**src/rtl/uart_pkg.sv**
```systemverilog
// Shared types and constants for the UART transmit arbiter.
package uart_pkg;

    typedef enum logic [2:0] {
        IDLE,
        LOAD,
        READY,
        START,
        WAIT
    } state_t;

    localparam int WORD_SIZE_DEF = 8;
    localparam int FRAME_WAIT    = WORD_SIZE_DEF + 2;

endpackage

```
**src/rtl/uart_tx_arbiter_rr.sv**
```systemverilog
// Request selector for the UART transmit arbiter: round-robin by default,
// fixed priority (lowest index wins) when UART_TX_ARB_FIXED_PRIO_EN is defined.
module uart_rr_arbiter #(
    parameter int NUM_REQ = 4
) (
    input  logic               Clock,
    input  logic               reset_,
    input  logic [NUM_REQ-1:0] req,
    input  logic [NUM_REQ-1:0] advance,
    output logic [NUM_REQ-1:0] winner
);

`ifdef UART_TX_ARB_FIXED_PRIO_EN

    logic unused_inputs;
    assign unused_inputs = ^{Clock, reset_, advance};

    always_comb begin
        winner = '0;
        for (int i = 0; i < NUM_REQ; i++) begin
            if (req[i] && (winner == '0)) winner[i] = 1'b1;
        end
    end

`else

    localparam int PTR_W = (NUM_REQ > 1) ? $clog2(NUM_REQ) : 1;

    logic [PTR_W-1:0]     ptr;
    logic [2*NUM_REQ-1:0] rot_pair;
    logic [2*NUM_REQ-1:0] win_pair;
    logic [NUM_REQ-1:0]   rot_req;
    logic [NUM_REQ-1:0]   rot_win;

    // ptr is where the next search starts: one past the requester just acked.
    always_ff @(posedge Clock or negedge reset_) begin
        if (!reset_) begin
            ptr <= '0;
        end else begin
            for (int i = 0; i < NUM_REQ; i++) begin
                if (advance[i]) ptr <= PTR_W'((i + 1) % NUM_REQ);
            end
        end
    end

    // Rotate so ptr sits at bit 0, take the lowest set bit, rotate back.
    always_comb begin
        rot_pair = {req, req} >> ptr;
        rot_req  = rot_pair[NUM_REQ-1:0];
        rot_win  = '0;
        for (int i = 0; i < NUM_REQ; i++) begin
            if (rot_req[i] && (rot_win == '0)) rot_win[i] = 1'b1;
        end
        win_pair = {rot_win, rot_win} << ptr;
        winner   = win_pair[2*NUM_REQ-1:NUM_REQ];
    end

`endif

endmodule

```
**src/rtl/uart_tx_arbiter.sv**
```systemverilog
// Multi-requester front end for a UART transmitter; sequences the load/ready/start
// strobes per frame. Define UART_TX_ARB_FIXED_PRIO_EN for fixed-priority arbitration.
module uart_tx_arbiter
    import uart_pkg::*;
#(
    parameter int WORD_SIZE = WORD_SIZE_DEF,
    parameter int NUM_REQ   = 4
) (
    input  logic                         Clock,
    input  logic                         reset_,
    input  logic [NUM_REQ-1:0]           req,
    input  logic [NUM_REQ*WORD_SIZE-1:0] req_data,
    output logic [NUM_REQ-1:0]           gnt,
    output logic [NUM_REQ-1:0]           ack,
    output logic                         busy,
    output logic [WORD_SIZE-1:0]         Data_Bus,
    output logic                         Load_XMT_datareg,
    output logic                         Byte_ready,
    output logic                         T_byte
);

    localparam int CNT_W = $clog2(WORD_SIZE + 3);

    state_t             state;
    state_t             next_state;
    logic [CNT_W-1:0]   wait_cnt;
    logic [NUM_REQ-1:0] winner;
    logic [NUM_REQ-1:0] advance;
    logic               last_wait;

    assign last_wait = (state == WAIT) && (wait_cnt == '0);
    assign advance   = last_wait ? gnt : '0;

    uart_rr_arbiter #(.NUM_REQ(NUM_REQ)) u_arb (
        .Clock   (Clock),
        .reset_  (reset_),
        .req     (req),
        .advance (advance),
        .winner  (winner)
    );

    always_ff @(posedge Clock or negedge reset_) begin
        if (!reset_) state <= IDLE;
        else         state <= next_state;
    end

    always_comb begin
        next_state = state;
        case (state)
            IDLE:    if (|req) next_state = LOAD;
            LOAD:    next_state = READY;
            READY:   next_state = START;
            START:   next_state = WAIT;
            WAIT:    if (wait_cnt == '0) next_state = IDLE;
            default: next_state = IDLE;
        endcase
    end

    // WAIT spans WORD_SIZE+2 cycles: counter loads WORD_SIZE+1 and exits at zero.
    // The ack pulse and gnt clear share the edge that leaves WAIT.
    always_ff @(posedge Clock or negedge reset_) begin
        if (!reset_) begin
            gnt      <= '0;
            ack      <= '0;
            wait_cnt <= '0;
        end else begin
            ack <= advance;
            if (state == START)
                wait_cnt <= CNT_W'(WORD_SIZE + 1);
            else if ((state == WAIT) && (wait_cnt != '0))
                wait_cnt <= wait_cnt - 1'b1;
            if ((state == IDLE) && (|req))
                gnt <= winner;
            else if (last_wait)
                gnt <= '0;
        end
    end

    always_comb begin
        busy             = (state != IDLE);
        Load_XMT_datareg = (state == LOAD);
        Byte_ready       = (state == READY);
        T_byte           = (state == START);
        Data_Bus         = '0;
        if (state == LOAD) begin
            for (int i = 0; i < NUM_REQ; i++) begin
                if (gnt[i]) Data_Bus = Data_Bus | req_data[i*WORD_SIZE +: WORD_SIZE];
            end
        end
    end

endmodule

```
**config.mk**
```make
export PLATFORM = sky130hd
export DESIGN_NAME = uart_tx_arbiter
export DESIGN_NICKNAME = d
export VERILOG_FILES = /design/src/rtl/uart_pkg.sv /design/src/rtl/uart_tx_arbiter_rr.sv /design/src/rtl/uart_tx_arbiter.sv
export SDC_FILE = /design/constraint.sdc
export NUM_CORES = 1
export LEC_CHECK = 0
export CAP_MARGIN = 25
export CORE_UTILIZATION = 42
export CTS_BUF_LIST = sky130_fd_sc_hd__clkbuf_8
export DETAILED_ROUTE_END_ITERATION = 6
export MAX_ROUTING_LAYER = met4
export PLACE_DENSITY_LB_ADDON = 0.12
export SLEW_MARGIN = 30
export SYNTH_ARGS = -nofsm -noshare
export SYNTH_HDL_FRONTEND = slang
export SYNTH_SLANG_ARGS = --single-unit
export TNS_END_PERCENT = 100
```
**constraint.sdc**
```tcl
create_clock -name Clock -period 2.5 [get_ports Clock]
set_input_delay 0.5 -clock Clock [delete_from_list [all_inputs] [get_ports Clock]]
set_output_delay 0.5 -clock Clock [all_outputs]
set_load 0.01 [all_outputs]
```
==> results of run 1 <==
[through the flow]
stage	cell area [um2]	hold slack, ns
after floorplan	1030	0.204
after global placement	1610	0.484
final	1660	0.523
after CTS	1660	0.518
after global routing	1660	0.551
after detailed placement	1610	0.514
[how the worst min path moves through the flow]
| stage | end | cells past startpoint | slack [ns] |
|---|---|---|---|
| global route | wait_cnt[0]$_DFFE_PN0P_ | 1 | 0.55 |
| global placement | wait_cnt[0]$_DFFE_PN0P_ | 1 | 0.48 |
| CTS | wait_cnt[0]$_DFFE_PN0P_ | 1 | 0.52 |
| detailed placement | wait_cnt[0]$_DFFE_PN0P_ | 1 | 0.51 |
| floorplan | ack[0]$_DFF_PN0_ | 0 | 0.20 |
| finish | wait_cnt[0]$_DFFE_PN0P_ | 1 | 0.52 |
[logic make-up (layout without fill, tap and decap cells)]
kind of cell    count (synthesis)  in the layout  synth area share [%]
fa+ha+maj                       2              2                  2.42
mux                             3              3                  2.90
compound gates                 45             45                  29.7
buf+inv                        14             69                  5.80
flops                          17             17                  41.1
simple gates                   33             33                  18.0
[flip-flops by register name, indices dropped and copies added, names as in the netlist]
signal     cells
ack            4
wait_cnt       4
gnt            4
u_arb.ptr      2
state          3
[worst reg2reg max path, delay by kind of cell (launching register included)]
kind            cells  cell delay [ns]
compound gates      2             0.34
fa+ha+maj           1             0.14
buf+inv             1             0.10
flops               1             0.42
simple gates        2             0.56
[cell usage in the layout, fill, tap and decap left out, types with 3 or more instances in the layout]
master	synthesis	final
a21oi_1	14	14
clkdlybuf4s50_1	0	56
nand2_1	8	8
inv_1	7	8
clkbuf_8	0	3
and2_2	3	3
nor2_1	9	9
dfrtp_1	17	17
a22oi_1	16	16
mux2i_1	3	3
[power groups by stage]
| stage | Clock (mW) | Sequential (mW) | Combinational [mW] |
|---|---|---|---|
| 2_1_floorplan | 0 | 0.415 | 0.395 |
| 3_3_place_gp | 0 | 0.481 | 0.652 |
| 3_5_place_dp | 0 | 0.489 | 0.675 |
| 4_1_cts | 0.208 | 0.485 | 0.687 |
| 5_1_grt | 0.222 | 0.505 | 0.741 |
| 6_report | 0.206 | 0.489 | 0.680 |
[layer usage]
layer | vias up | part of all wire, % | GRT usage, %
met3 | 7 | 4.2 | 6.43
li1 | 531 | - | -
met2 | 41 | 53 | 44.8
met4 | 0 | 1.5 | 5.86
met5 | - | 0 | -
met1 | 541 | 41 | 26.8
[area by class of cell]
cell class | instances | area [um2]
fillers | 188 | 612
repair buffers | 58 | 581
multi-input cells | 83 | 552
flip-flops and latches | 17 | 425
clock buffers | 3 | 41.3
well taps | 28 | 35.0
inverters | 7 | 26.3
clock inverters | 1 | 3.75
[what timing repair did]
item / 4_1_cts / 5_1_grt
gates cloned: 0 / 0
resized for setup: 1 / 1
endpoints found under the setup margin: 8 / 1
==> impl_metrics.tcl, run 1 <==
set metrics [dict create \
    synth-edff-count 0 \
    crit_type "flip-flop to output pin" \
    grt_use_total_pct 24.7 \
    reg2regPathDepth 6 \
    drtPass1Iterations 4 \
    nNetsFinal 210 \
    layout_min_cycle_time_ns 2.41 \
    avgSynthCellArea_um2 9.08 \
    core_area_um2 2280 \
    num_vias 1120 \
    synth_fp_nets 154 \
    crit_path_max_fanout 10 \
    status "finished, final reports clean" \
    pre_cts_ws_ns 0.193 \
    critPathCapture "Data_Bus[6]" \
    slowest_delay_ns 0.57 \
    synth.distinct_cells 33 \
    clock_power_share_pct 15.0 \
    setup_viol 0 \
    cp.depth 3 \
    synth-seq-cells 17 \
    hp-class "flip-flop to flip-flop" \
    area_delta_synth_final_pct 60.8 \
    skew_ns 0.00145 \
    crit_arrival_ns 1.91 \
    grt_start_max_net_pins 18 \
    portBuffers 57 \
    yosys_warnings 0 \
    cp-end-kind "output pin" \
    max_cap_viol_count 0 \
    postCtsSetupRepairBufs 0 \
    clk_latency_ns 0.25 \
    worstPathCellList "or3b_4 > a21oi_1 > clkdlybuf4s50_1" \
    rsz0062_at_grt "false" \
    via_per_inst 5.69 \
    place_congestion 0.858 \
    wirelength_mm 3.11 \
    crit_path_start "state[2]$_DFFE_PN0P_" \
    period_share_pct 96.3 \
    worstPathRequired_ns 2.00 \
    vdd_drop_max_mv 0.716 \
    seqPwrFrac_pct 35.5 \
    cts.sinks 17 \
    antenna_cells 0 \
    r2r_slack_ns 0.83 \
    route.detailed.drc 0 \
    p_sw_mw 0.538 \
    cp_top_family "buffers and inverters" \
    cts_root_buf "clkbuf_8" \
    netlist_area_um2 1030 \
    final-hold-violation-count 0 \
    fp.dieW_um 51.6 \
    hp-start "wait_cnt[0]$_DFFE_PN0P_" \
    path_buf_inv 1 \
    overflow 0 \
    synth_top_area_share_pct 41.1 \
    final.setup.tns_ns 0 \
    layoutNonFillerInstCount 197 \
    yosys-top-cells-count "dfrtp_1, a22oi_1, a21oi_1" \
    slew_headroom_pct 49.7 \
    grt_pass1_vias 1081 \
    die_y_um 51.6 \
    ctsHoldBuffers 0 \
    rr_endpoint "u_arb.ptr[0]$_DFFE_PN0P_" \
    cts_tree "done" \
    ant_nets 0 \
    grt_first_pass_wirelength_mm 4.71 \
    antenna_found_initial 0 \
    finalMaxSlewViolations 0 \
    ios 58 \
    clkTransAtPathRegs_ns 0.07 \
    h-tree-depth 1 \
    drtIter0Drc 40 \
    dp.cells 193 \
    swShare_pct 39.1 \
    synth_cells 114 \
    rows 17 \
    slowest_stage "clkdlybuf4s50_1" \
    dp_hpwl_mm 2.31 \
    p_leak_nw 0.699 \
    yosysSeqAreaShare_pct 41.1 \
    crit_path_start_kind "flip-flop" \
    synth.most_common_cell "dfrtp_1" \
    yosys-top-cells-area "dfrtp_1, a22oi_1, a21oi_1" \
    dieArea_um2 2670 \
    internal_power_mw 0.838 \
    p_per_area_nw_per_um2 827 \
    async_flop_share_pct 100 \
    yosysTopAreaCell "dfrtp_1" \
    clock_path_buffers 2 \
    regToRegStartpoint "wait_cnt[0]$_DFFE_PN0P_" \
    pwr-share-comb_pct 49.5 \
    cts-buffers-inserted 3 \
    initial_core_util_pct 45.5 \
    max_freq_mhz 415 \
    worstMarginPinSlew_ns 0.752 \
    final_core_util_pct 73.1 \
    wl_per_cell_um 15.8 \
    synth_ff_type "dfrtp_1" \
    p_total_mw 1.38 \
    timing.final.ws_setup_ns 0.0929 \
    layout-drive-gt1-share_pct 8.28 \
]
Power figures use the tool's default switching activity.
==> run 2, diff against run 1 <==
Settings changed: SLEW_MARGIN 30 to 25.
==> results of run 2 <==
The final DEF is identical to that of run 1; final timing and power are the same.
